## src/rtl/logic_unit_pkg.sv

```systemverilog
// Shared constants for the registered bitwise logic unit and its combinational core.
package logic_unit_pkg;

    typedef logic [2:0] op_t;

    localparam op_t OP_NOT  = 3'd0;
    localparam op_t OP_AND  = 3'd1;
    localparam op_t OP_OR   = 3'd2;
    localparam op_t OP_XOR  = 3'd3;
    localparam op_t OP_NAND = 3'd4;
    localparam op_t OP_NOR  = 3'd5;
    localparam op_t OP_XNOR = 3'd6;
    localparam op_t OP_PASS = 3'd7;

    localparam int BUF_DEPTH = 2;

endpackage

```

## src/rtl/logic_op_core.sv

```systemverilog
// Purely combinational WIDTH-bit bitwise logic operation selected by a 3-bit op code.
module logic_op_core
    import logic_unit_pkg::*;
#(
    parameter int WIDTH = 4
) (
    input  logic [2:0]       op,
    input  logic [WIDTH-1:0] A,
    input  logic [WIDTH-1:0] B,
    output logic [WIDTH-1:0] Y
);

    // Every code is defined, so the default only exists to keep the block latch-free.
    always_comb begin
        Y = A;
        case (op)
            OP_NOT:  Y = ~A;
            OP_AND:  Y = A & B;
            OP_OR:   Y = A | B;
            OP_XOR:  Y = A ^ B;
            OP_NAND: Y = ~(A & B);
            OP_NOR:  Y = ~(A | B);
            OP_XNOR: Y = ~(A ^ B);
            OP_PASS: Y = A;
            default: Y = A;
        endcase
    end

endmodule

```

## src/rtl/logic_unit_pipe.sv

```systemverilog
// Registered logic unit: results computed on input transfer are queued in a
// two-entry FIFO with valid/ready on both sides, plus a wrapping delivery counter.
module logic_unit_pipe
    import logic_unit_pkg::*;
#(
    parameter int WIDTH = 4,
    parameter int CNT_W = 8
) (
    input  logic             clk,
    input  logic             rst,
    input  logic             in_valid,
    output logic             in_ready,
    input  logic [2:0]       op,
    input  logic [WIDTH-1:0] A,
    input  logic [WIDTH-1:0] B,
    output logic             out_valid,
    input  logic             out_ready,
    output logic [WIDTH-1:0] F,
    output logic [CNT_W-1:0] op_count
);

    localparam logic [1:0] DEPTH = 2'(BUF_DEPTH);

    logic [WIDTH-1:0] core_y;
    logic [WIDTH-1:0] entry0;
    logic [WIDTH-1:0] entry1;
    logic [1:0]       count;
    logic             push;
    logic             pop;

    logic_op_core #(.WIDTH(WIDTH)) u_core (
        .op (op),
        .A  (A),
        .B  (B),
        .Y  (core_y)
    );

    // Ready is a function of occupancy only, never of out_ready.
    assign in_ready  = (count < DEPTH);
    assign out_valid = (count != 2'd0);
    assign F         = out_valid ? entry0 : '0;

    assign push = in_valid && in_ready;
    assign pop  = out_valid && out_ready;

    // entry0 is always the head; a pop shifts entry1 forward.
    always_ff @(posedge clk) begin
        if (rst) begin
            count    <= 2'd0;
            entry0   <= '0;
            entry1   <= '0;
            op_count <= '0;
        end else begin
            if (pop) begin
                op_count <= op_count + CNT_W'(1);
            end
            case ({push, pop})
                2'b10: begin
                    if (count == 2'd0) begin
                        entry0 <= core_y;
                    end else begin
                        entry1 <= core_y;
                    end
                    count <= count + 2'd1;
                end
                2'b01: begin
                    entry0 <= entry1;
                    entry1 <= '0;
                    count  <= count - 2'd1;
                end
                // Only reachable with one entry held: the new result replaces the popped head.
                2'b11: begin
                    entry0 <= core_y;
                end
                default: begin
                end
            endcase
        end
    end

endmodule

```

## config.mk

```make
export PLATFORM = sky130hd
export DESIGN_NAME = logic_unit_pipe
export DESIGN_NICKNAME = d
export VERILOG_FILES = /design/src/rtl/logic_unit_pkg.sv /design/src/rtl/logic_op_core.sv /design/src/rtl/logic_unit_pipe.sv
export SDC_FILE = /design/constraint.sdc
export NUM_CORES = 1
export LEC_CHECK = 0
export CAP_MARGIN = 20
export CORE_MARGIN = 4
export CORE_UTILIZATION = 30
export DETAILED_ROUTE_END_ITERATION = 7
export MAX_ROUTING_LAYER = met4
export PLACE_DENSITY = 0.53
export SETUP_SLACK_MARGIN = 0.2
export SLEW_MARGIN = 20
export SYNTH_ARGS = -nofsm -noshare
export SYNTH_HDL_FRONTEND = slang
export SYNTH_SLANG_ARGS = --single-unit
export TNS_END_PERCENT = 1
```

## constraint.sdc

```tcl
create_clock -name clk -period 1.5 [get_ports clk]
set_input_delay 0.15 -clock clk [delete_from_list [all_inputs] [get_ports clk]]
set_output_delay 0.15 -clock clk [all_outputs]
set_load 0.005 [all_outputs]
```

; ---- After elaboration in Yosys (flattened, before gate mapping)
; Index checks and enable logic that the tools add are counted.
[op_classes]
addsub = 3
order_cmp = 1
eq_ne = 12
muxes = 7
n_bitwise = 7
reduce_logical = 9
[ops]
columns = op, n
row1 = $pmux W4 S8, 1
row2 = $not A4 Y4, 4
row3 = $eq A3 B3 Y1 const B, 4
row4 = $mux W4, 3
row5 = $pmux W4 S3, 1
row6 = $add A8 B1 Y8 const B, 1
row7 = $pmux W4 S2, 1
row8 = $eq A3 B2 Y1 const B, 2
row9 = $and A4 B4 Y4, 1
row10 = $eq A2 B2 Y1 const B, 2
row11 = $ne A2 B2 Y1 const B, 2
row12 = $or A4 B4 Y4, 1
row13 = $pmux W2 S2, 1
row14 = $reduce_and A2 Y1, 2
row15 = $reduce_bool A2 Y1, 2
row16 = $xor A4 B4 Y4, 1
row17 = $eq A3 B1 Y1 const B, 1
row18 = $logic_not A3 Y1, 1
row19 = $reduce_bool A3 Y1, 1
row20 = $add A2 B1 Y2 const B, 1
row21 = $eq A2 B1 Y1 const B, 1
row22 = $logic_and A1 B1 Y1, 2
row23 = $logic_not A2 Y1, 1
row24 = $lt A2 B2 Y1 const B, 1
row25 = $sub A2 B1 Y2 const B, 1
[word_totals]
regBits = 18
input_bits = 15
output_inout_bits = 14
word_cells = 43

; ---- Depth between registers and ports, before layout
; Gate-level depths: netlist (run 1).
[depth]
word_depth = 5
depth_mapped = 8
depth_no_buf = 8

; ---- Modules after synthesis
; Synthesis (run 1) repeated with hierarchy kept, for this count alone.
[hier_totals]
cells_unflattened = 175
area_unflattened_um2 = 1375.1
[by_module_without_submodules]
columns = module, n_inst, cells_each, area_per_inst_um2, seq_area_each_um2
row1 = logic_unit_pipe, 1, 106, 912.1, 360.3
row2 = logic_op_core, 1, 69, 462.9, 0.0

; ---- Worst setup path after synthesis (run 1)
; OpenSTA, ideal clock, no wires.
[synth_path]
kind = register to register
from = register count[0]
to = register count[1]
setup_time_ns = 0.070
t_arrival_ns = 1.516
required_ns = 1.430
setup_slack_ns = -0.086
path_stages_with_launch = 8
n_path_buf = 1
synth_period_minus_slack_ns = 1.586
path_cell_list = dfxtp_1 -> o21ai_4 -> inv_2 -> ha_1 -> buf_2 -> xnor2_1 -> or3_1 -> a21oi_1
[synth_via]
elab_chain_len = 4
word_cells_on_any_way = 10
classes_between = add/sub: 2 / order compare: 1 / eq/ne: 2 / mux: 1 / reduce/logical: 4
[synth_rtl]
columns = element, line_no
row1 = "start, declared", logic_unit_pipe.sv:27  ; logic [1:0] count;
row2 = "start signal, assigned", logic_unit_pipe.sv:64  ; count <= count + 2'd1;
row3 = "start signal, assigned", logic_unit_pipe.sv:69  ; count <= count - 2'd1;
row4 = $reduce_bool A2 Y1 *, logic_unit_pipe.sv:40  ; assign out_valid = (count != 2'd0);
row5 = $logic_and A1 B1 Y1 *, logic_unit_pipe.sv:44  ; assign pop = out_valid && out_ready;
row6 = net pop, logic_unit_pipe.sv:29  ; logic pop;
row7 = $eq A2 B1 Y1 / $eq A2 B2 Y1 (equally long branches), logic_unit_pipe.sv:57  ; case ({push, pop})
row8 = $pmux W2 S2 / $reduce_bool A2 Y1 (equally long branches), n/a
; The timed path passes the listed nets; every way through them passes the cells marked *.
; A chain may end at the register's enable or synchronous reset.

; ---- Worst setup path after layout (run 1)
[layout_path]
from = register count[1]
to = register count[1]
; Same word-level chain as after synthesis.

==> results.yml, run 1 <==
detailed_routing:
  via_count: 1331
  routedWlPerCell_um: 13.08
  viasPerCell: 4.930
  firstDrtPassIters: 4
  drt-initial-drc-count: 60
  drc_errors: 0
  totalWireLength_um: 3532
  antenna_left: 0
placed_design:
  gp_routability_congestion: 0.8155
  dp_hpwl_um: 2802
  port_buffers: 28
  dp_slack_ns: -0.4900
  dp.cells: 262
setup_path:
  startpoint_type: "register"
  critPathArrivalTime_ns: 1.71
  required_ns: 1.68
  reg2reg_slack_ns: -0.03
  critPathMaxFanout: 4
  worst_setup_path_end_kind: "register"
  rr_worst_depth: 7
  crit_type: "reg2reg"
floorplanning:
  rows: 23
  core_area_um2: 4115
  dieWidth_um: 74.08
  ios: 29
  die_h_um: 74.08
  start_util_pct: 31.83
  die-area_um2: 5488
layout:
  regArea_um2: 374.1
  drive_gt1_share_pct: 37.27
  multiInputGateArea_um2: 994.7
  nFillCells: 402
  diodes: 0
  final_nets: 247
  syn_to_final_growth_pct: 59.50
  layout.cells.non_filler: 270
timing:
  clock_skew_ns: 0.004220
  slew_violations: 0
  final.period_utilization_pct: 102.0
  hold_viol: 0
  fin_ws_ns: -0.03035
  worstMarginPinSlew_ns: 0.3255
  setup_viol: 2
  final.min_clock_period_ns: 1.530
  rsz0062_at_grt: "true"
  relSlewSlack_pct: 78.25
  max_freq_ghz: 0.6534
hold_path:
  hold_depth: 2
  worstHoldPathType: "reg2reg"
logic_synthesis:
  ys.warnings.count: 0
  synth_top_area_share_pct: 27.51
  synth_area_leaders: "dfxtp_1 (28%), ha_1 (11%), nand2_1 (5.2%)"
  synthTopCellsByCount: "dfxtp_1 (18), nand2_1 (18), inv_1 (16), nor2_1 (16), a21oi_1 (12)"
  synth-seq-area-share_pct: 27.51
  ys_ff_latch: 18
  synth_edf_count: 0
  synth_fp_nets: 191
  synth.distinct_cells: 38
  synth_area_um2: 1310
  synth_area_leader_cell: "dfxtp_1"
  ys.flop_type: "dfxtp_1"
  synthArstFlopShare_pct: 0
  synth_area_per_cell_um2: 7.939
  synthCells: 165
global_routing:
  grt.total_usage_pct: 13.72
  grt_max_degree: 22
  grt_pass1_vias: 1325
  grt_pass1_wl_um: 5823
  gr-total-overflow: 0
  antenna_found_initial: 0
cts:
  cts_buffers: 3
  cts_tree: "yes"
  clk_pin_slew_ns: 0.07
  cts_root_buffer: "clkbuf_8"
  ctsHtreeMaxLevel: 1
  insertion_delay_ns: 0.25
  clkSinkCount: 18
  clockBufferDepth: 2
pwr:
  ir_worst_vdd_mv: 0.6588
  power_density_nw_per_um2: 1154
  p_leak_nw: 0.9005
job:
  drv_cap: 0
status:
  violations: "negative setup slack"
  status: "finished with violations"
==> sequential cells by signal, summed over array words and instances, names as in the netlist <==
| name | count |
|---|---|
| count | 2 |
| entry0 | 4 |
| entry1 | 4 |
| op_count | 8 |
==> timing repair <==
action                     4_1_cts  5_1_grt
hold buffers                     0        0
setup endpoints to repair       24       26
pin swaps                       11       17
buffers inserted                 4        0
gates resized for setup         53       18
==> worst paths after layout <==
| kind | to | start |
|---|---|---|
| worst max-delay path | count[1]$_SDFFE_PP0P_ | count[1]$_SDFFE_PP0P_ |
| worst min-delay path | entry1[3]$_SDFFE_PP0P_ | entry1[3]$_SDFFE_PP0P_ |
| worst max register to register | count[1]$_SDFFE_PP0P_ | count[1]$_SDFFE_PP0P_ |
| worst min register to register | entry1[3]$_SDFFE_PP0P_ | entry1[3]$_SDFFE_PP0P_ |
==> stage by stage <==
step	hold slack, ns	cell area (um^2)	util [%]	setup TNS [ns]	total power [W]
after detailed placement	0.4466	1846	44.85	-3.249	0.001813
after CTS	0.4593	2036	49.47	-0.07611	0.002387
after global routing	0.4870	2090	50.78	-0.6824	0.002592
final	0.4535	2090	50.78	-0.04936	0.002412
after floorplan	0.3714	1334	-	0	0.001262
after global placement	0.4380	1846	44.85	-2.843	0.001770
==> power by group <==
group | leakage (nW) | switching (W) | internal (W)
clock | 0.0288 | 0.000170 | 0.000233
combinational | 0.721 | 0.000606 | 0.000753
sequential | 0.151 | 0.0000611 | 0.000589
==> worst max-delay path, stage by stage, from the launching register on <==
cell and delay, ns:
dfxtp_4 0.35, buf_6 0.12, o21ai_4 0.19, inv_4 0.06, ha_4 0.17, xnor2_1 0.13
or3_1 0.32, a21oi_1 0.13
==> layout make-up <==
class	instances	share of cell area (%)
multi-input cells	123	47.60
well taps	50	2.994
inverters	17	3.174
clock buffers	4	2.635
flip-flops and latches	18	17.90
repair buffers	58	25.69
==> cells by family after synthesis <==
kind of cell	after synthesis	share of synthesized area, %
and+or+nand+nor	53	19.20
AOI/OAI and AO/OA	45	25.41
buffers and inverters	24	7.354
DFF	18	27.51
adders and majority gates	11	10.51
xor gates and xnor gates	9	6.018
muxes	5	4.011
==> placed cells by master (no fill, tap or decap), drive strengths merged, types with 2 or more instances in the layout <==
cell           count
buf               33
nand2             18
dfxtp             18
inv               17
nor2              16
clkdlybuf4s50     15
a21oi             13
ha                11
o21ai              8
dlygate4sd2        6
xor2               6
a211oi             5
clkbuf             5
nand3              4
nand2b             4
and2b              3
a32o               3
mux2i              3
dlymetal6s2s       3
a221oi             3
xnor2              3
a211o              2
o211ai             2
nor2b              2
o31ai              2
mux2               2
a311oi             2
and3               2
==> routing by layer <==
metal  vias up  track usage (%)  routed length [um]  share of wire [%]
met2        15            23.92                1807                 51
li1        688                -                   -                  -
met3         4            3.514                 107                3.0
met5         -                -                   0                  0
met4         0            3.018                  28               0.79
met1       624            15.77                1588                 45
Note: power is estimated with default switching activity, not from simulation.
==> inputs of run 2 (changes only) <==
Settings changed: ABC_AREA set to 1, CORE_MARGIN 4 to unset.
==> results.yml, run 2 <==
status:
  status: "completed"
timing:
  relSlewSlack_pct: 82.15
  clock_skew_ns: 0.004452
  rsz0062_at_grt: "true"
  whs_ns: 0.4677
  final.period_utilization_pct: 90.78
  hold_viol: 0
  max_freq_ghz: 0.7344
  slew_violations: 0
  worstMarginPinSlew_ns: 0.2671
  setup_viol: 0
  final.min_clock_period_ns: 1.362
placed_design:
  dp_hpwl_um: 2383
  placed_area_um2: 1866
  gp_routability_congestion: 0.7674
  port_buffers: 28
logic_synthesis:
  ys.warnings.count: 0
  synthArstFlopShare_pct: 0
  synth-seq-area-share_pct: 26.82
  synthMostInstantiatedCell: "inv_1"
  synth_area_leaders: "dfxtp_1 (27%), inv_1 (12%), nand2_1 (11%)"
  synth_area_per_cell_um2: 6.523
  synth_top_area_share_pct: 26.82
  synth.distinct_cells: 21
  synth_edf_count: 0
  synth_area_um2: 1344
  ys_ff_latch: 18
  ys.flop_type: "dfxtp_1"
  synth_area_leader_cell: "dfxtp_1"
  synthTopCellsByCount: "inv_1 (42), nand2_1 (38), o21ai_0 (21)"
  synthCells: 206
  synth_fp_nets: 232
cts:
  cts_hold_buf: 0
  insertion_delay_ns: 0.26
  ctsHtreeMaxLevel: 1
  cts_tree: "yes"
  clockBufferDepth: 2
  clk_pin_slew_ns: 0.07
  cts_buffers: 3
  cts_root_buffer: "clkbuf_8"
  clkSinkCount: 18
detailed_routing:
  drc_errors: 0
  firstDrtPassIters: 4
  antenna_left: 0
  viasPerCell: 4.452
  via_count: 1349
  totalWireLength_um: 2966
  drt-initial-drc-count: 44
  routedWlPerCell_um: 9.789
pwr:
  power_density_nw_per_um2: 1206
  ir_worst_vdd_mv: 0.4869
  power.total_w: 0.002376
  p_leak_nw: 0.9798
setup_path:
  crit_type: "reg2reg"
  critPathMaxFanout: 8
  startpoint_type: "register"
  critPathMaxStageDelay_ns: 0.37
  path_buf_inv: 2
  critical_path_cell_count: 9
  critPathSlowestCell: "dfxtp_4"
  worst_setup_path_end_kind: "register"
  critPathArrivalTime_ns: 1.55
  rr_worst_depth: 9
  cp_cell_sequence: "inv_4, nand2_4, nand2_8, inv_6, ha_4, nor2_4, a21oi_4, o21ai_1, a21oi_1"
  required_ns: 1.69
  path_delay_family: "compound AO/OA/AOI/OAI gates"
global_routing:
  gr-total-overflow: 0
  antenna_found_initial: 0
  grt.total_usage_pct: 14.90
  grt_pass1_vias: 1220
  grt_pass1_wl_um: 5154
  grt_max_degree: 18
floorplanning:
  start_util_pct: 32.43
  dieWidth_um: 68.93
  die-area_um2: 4751
  die_h_um: 68.93
  rows: 23
  ios: 29
  core_area_um2: 4144
layout:
  top_register: "op_count"
  final_common_cell: "inv_1"
  drive_gt1_share_pct: 20.55
  nFillCells: 430
  final_util_pct: 47.52
  largestRegisters: "op_count x8, entry0 x4, entry1 x4"
  mostFrequentLayoutCells: "inv_1 (40), nand2_1 (37), clkdlybuf4s50_1 (23), buf_4 (19)"
  diodes: 0
  syn_to_final_growth_pct: 46.56
  fin_area_um2: 1969
  largest_reg_flops: 8
  final_nets: 280
job:
  drv_cap: 0
hold_path:
  hold_depth: 2
  worstHoldPathType: "in2reg"
-- run 2: cell count changes in the layout (fill, tap and decap cells not counted), moves of 5 or more --
cell,delta
inv_1,+26
nand4_1,+8
o21ai_1,+5
dfxtp_2,-8
o21ai_2,+5
dfxtp_1,+7
o21ai_0,+11
nand2_1,+23
nand3_1,+6
clkdlybuf4s50_1,+8
buf_6,-9
-- run 2: kinds of logic (layout without fill, tap and decap cells) --
family | Yosys count | in the layout | share of synthesized area (%)
and+or+nand+nor | 79 | 79 | 29.80
buffers and inverters | 50 | 97 | 14.71
AOI/OAI and AO/OA | 47 | 47 | 17.78
DFF | 18 | 18 | 26.82
adders and majority gates | 11 | 11 | 10.24
xor gates and xnor gates | 1 | 1 | 0.6519
-- run 2: worst paths after layout --
| check | start | end | slack [ns] |
|---|---|---|---|
| min reg2reg | op_count[3]$_SDFFE_PP0P_ | op_count[3]$_SDFFE_PP0P_ | 0.51 |
| max | count[1]$_SDFFE_PP0P_ | entry1[3]$_SDFFE_PP0P_ | 0.14 |
| max reg2reg | count[1]$_SDFFE_PP0P_ | entry1[3]$_SDFFE_PP0P_ | 0.14 |
| min | rst | count[0]$_SDFFE_PP0P_ | 0.47 |
-- run 2: layout make-up --
cell class	instances	area [um^2]	area share, %
Multi-Input combinational cell	138	870.8	44.22
Tap cell	50	62.56	3.177
Timing Repair Buffer	48	436.7	22.17
Inverter	45	176.4	8.958
Sequential cell	18	367.9	18.68
Clock buffer	4	55.05	2.795
-- run 2: stage by stage --
stage	instances	setup WS (ns)	TNS, ns
after floorplan	206	0.1239	0
after global placement	298	-0.1383	-1.084
after detailed placement	298	-0.1502	-1.150
after CTS	303	0.1115	0
after global routing	303	0.02996	0
final	303	0.1383	0
-- run 2: routing by layer --
layer / track usage, % / vias to the layer above / share of wire [%]
li1: - / 754 / -
met1: 19.59 / 566 / 52
met2: 23.54 / 27 / 44
met3: 2.961 / 2 / 3.7
met4: 3.061 / 0 / 0.57
met5: - / - / 0
-- run 2: what timing repair did --
| item | in CTS | in global routing |
|---|---|---|
| resized for setup | 9 | 9 |
| setup endpoints to repair | 21 | 27 |
| buffers inserted | 1 | 0 |
| pin swaps | 1 | 3 |
-- run 2: report_power, final --
group          internal [W]  total [W]  switching, W
clock network      0.000233   0.000396      0.000163
registers          0.000631   0.000733      0.000102
logic              0.000591    0.00125      0.000656
total               0.00146    0.00238      0.000921
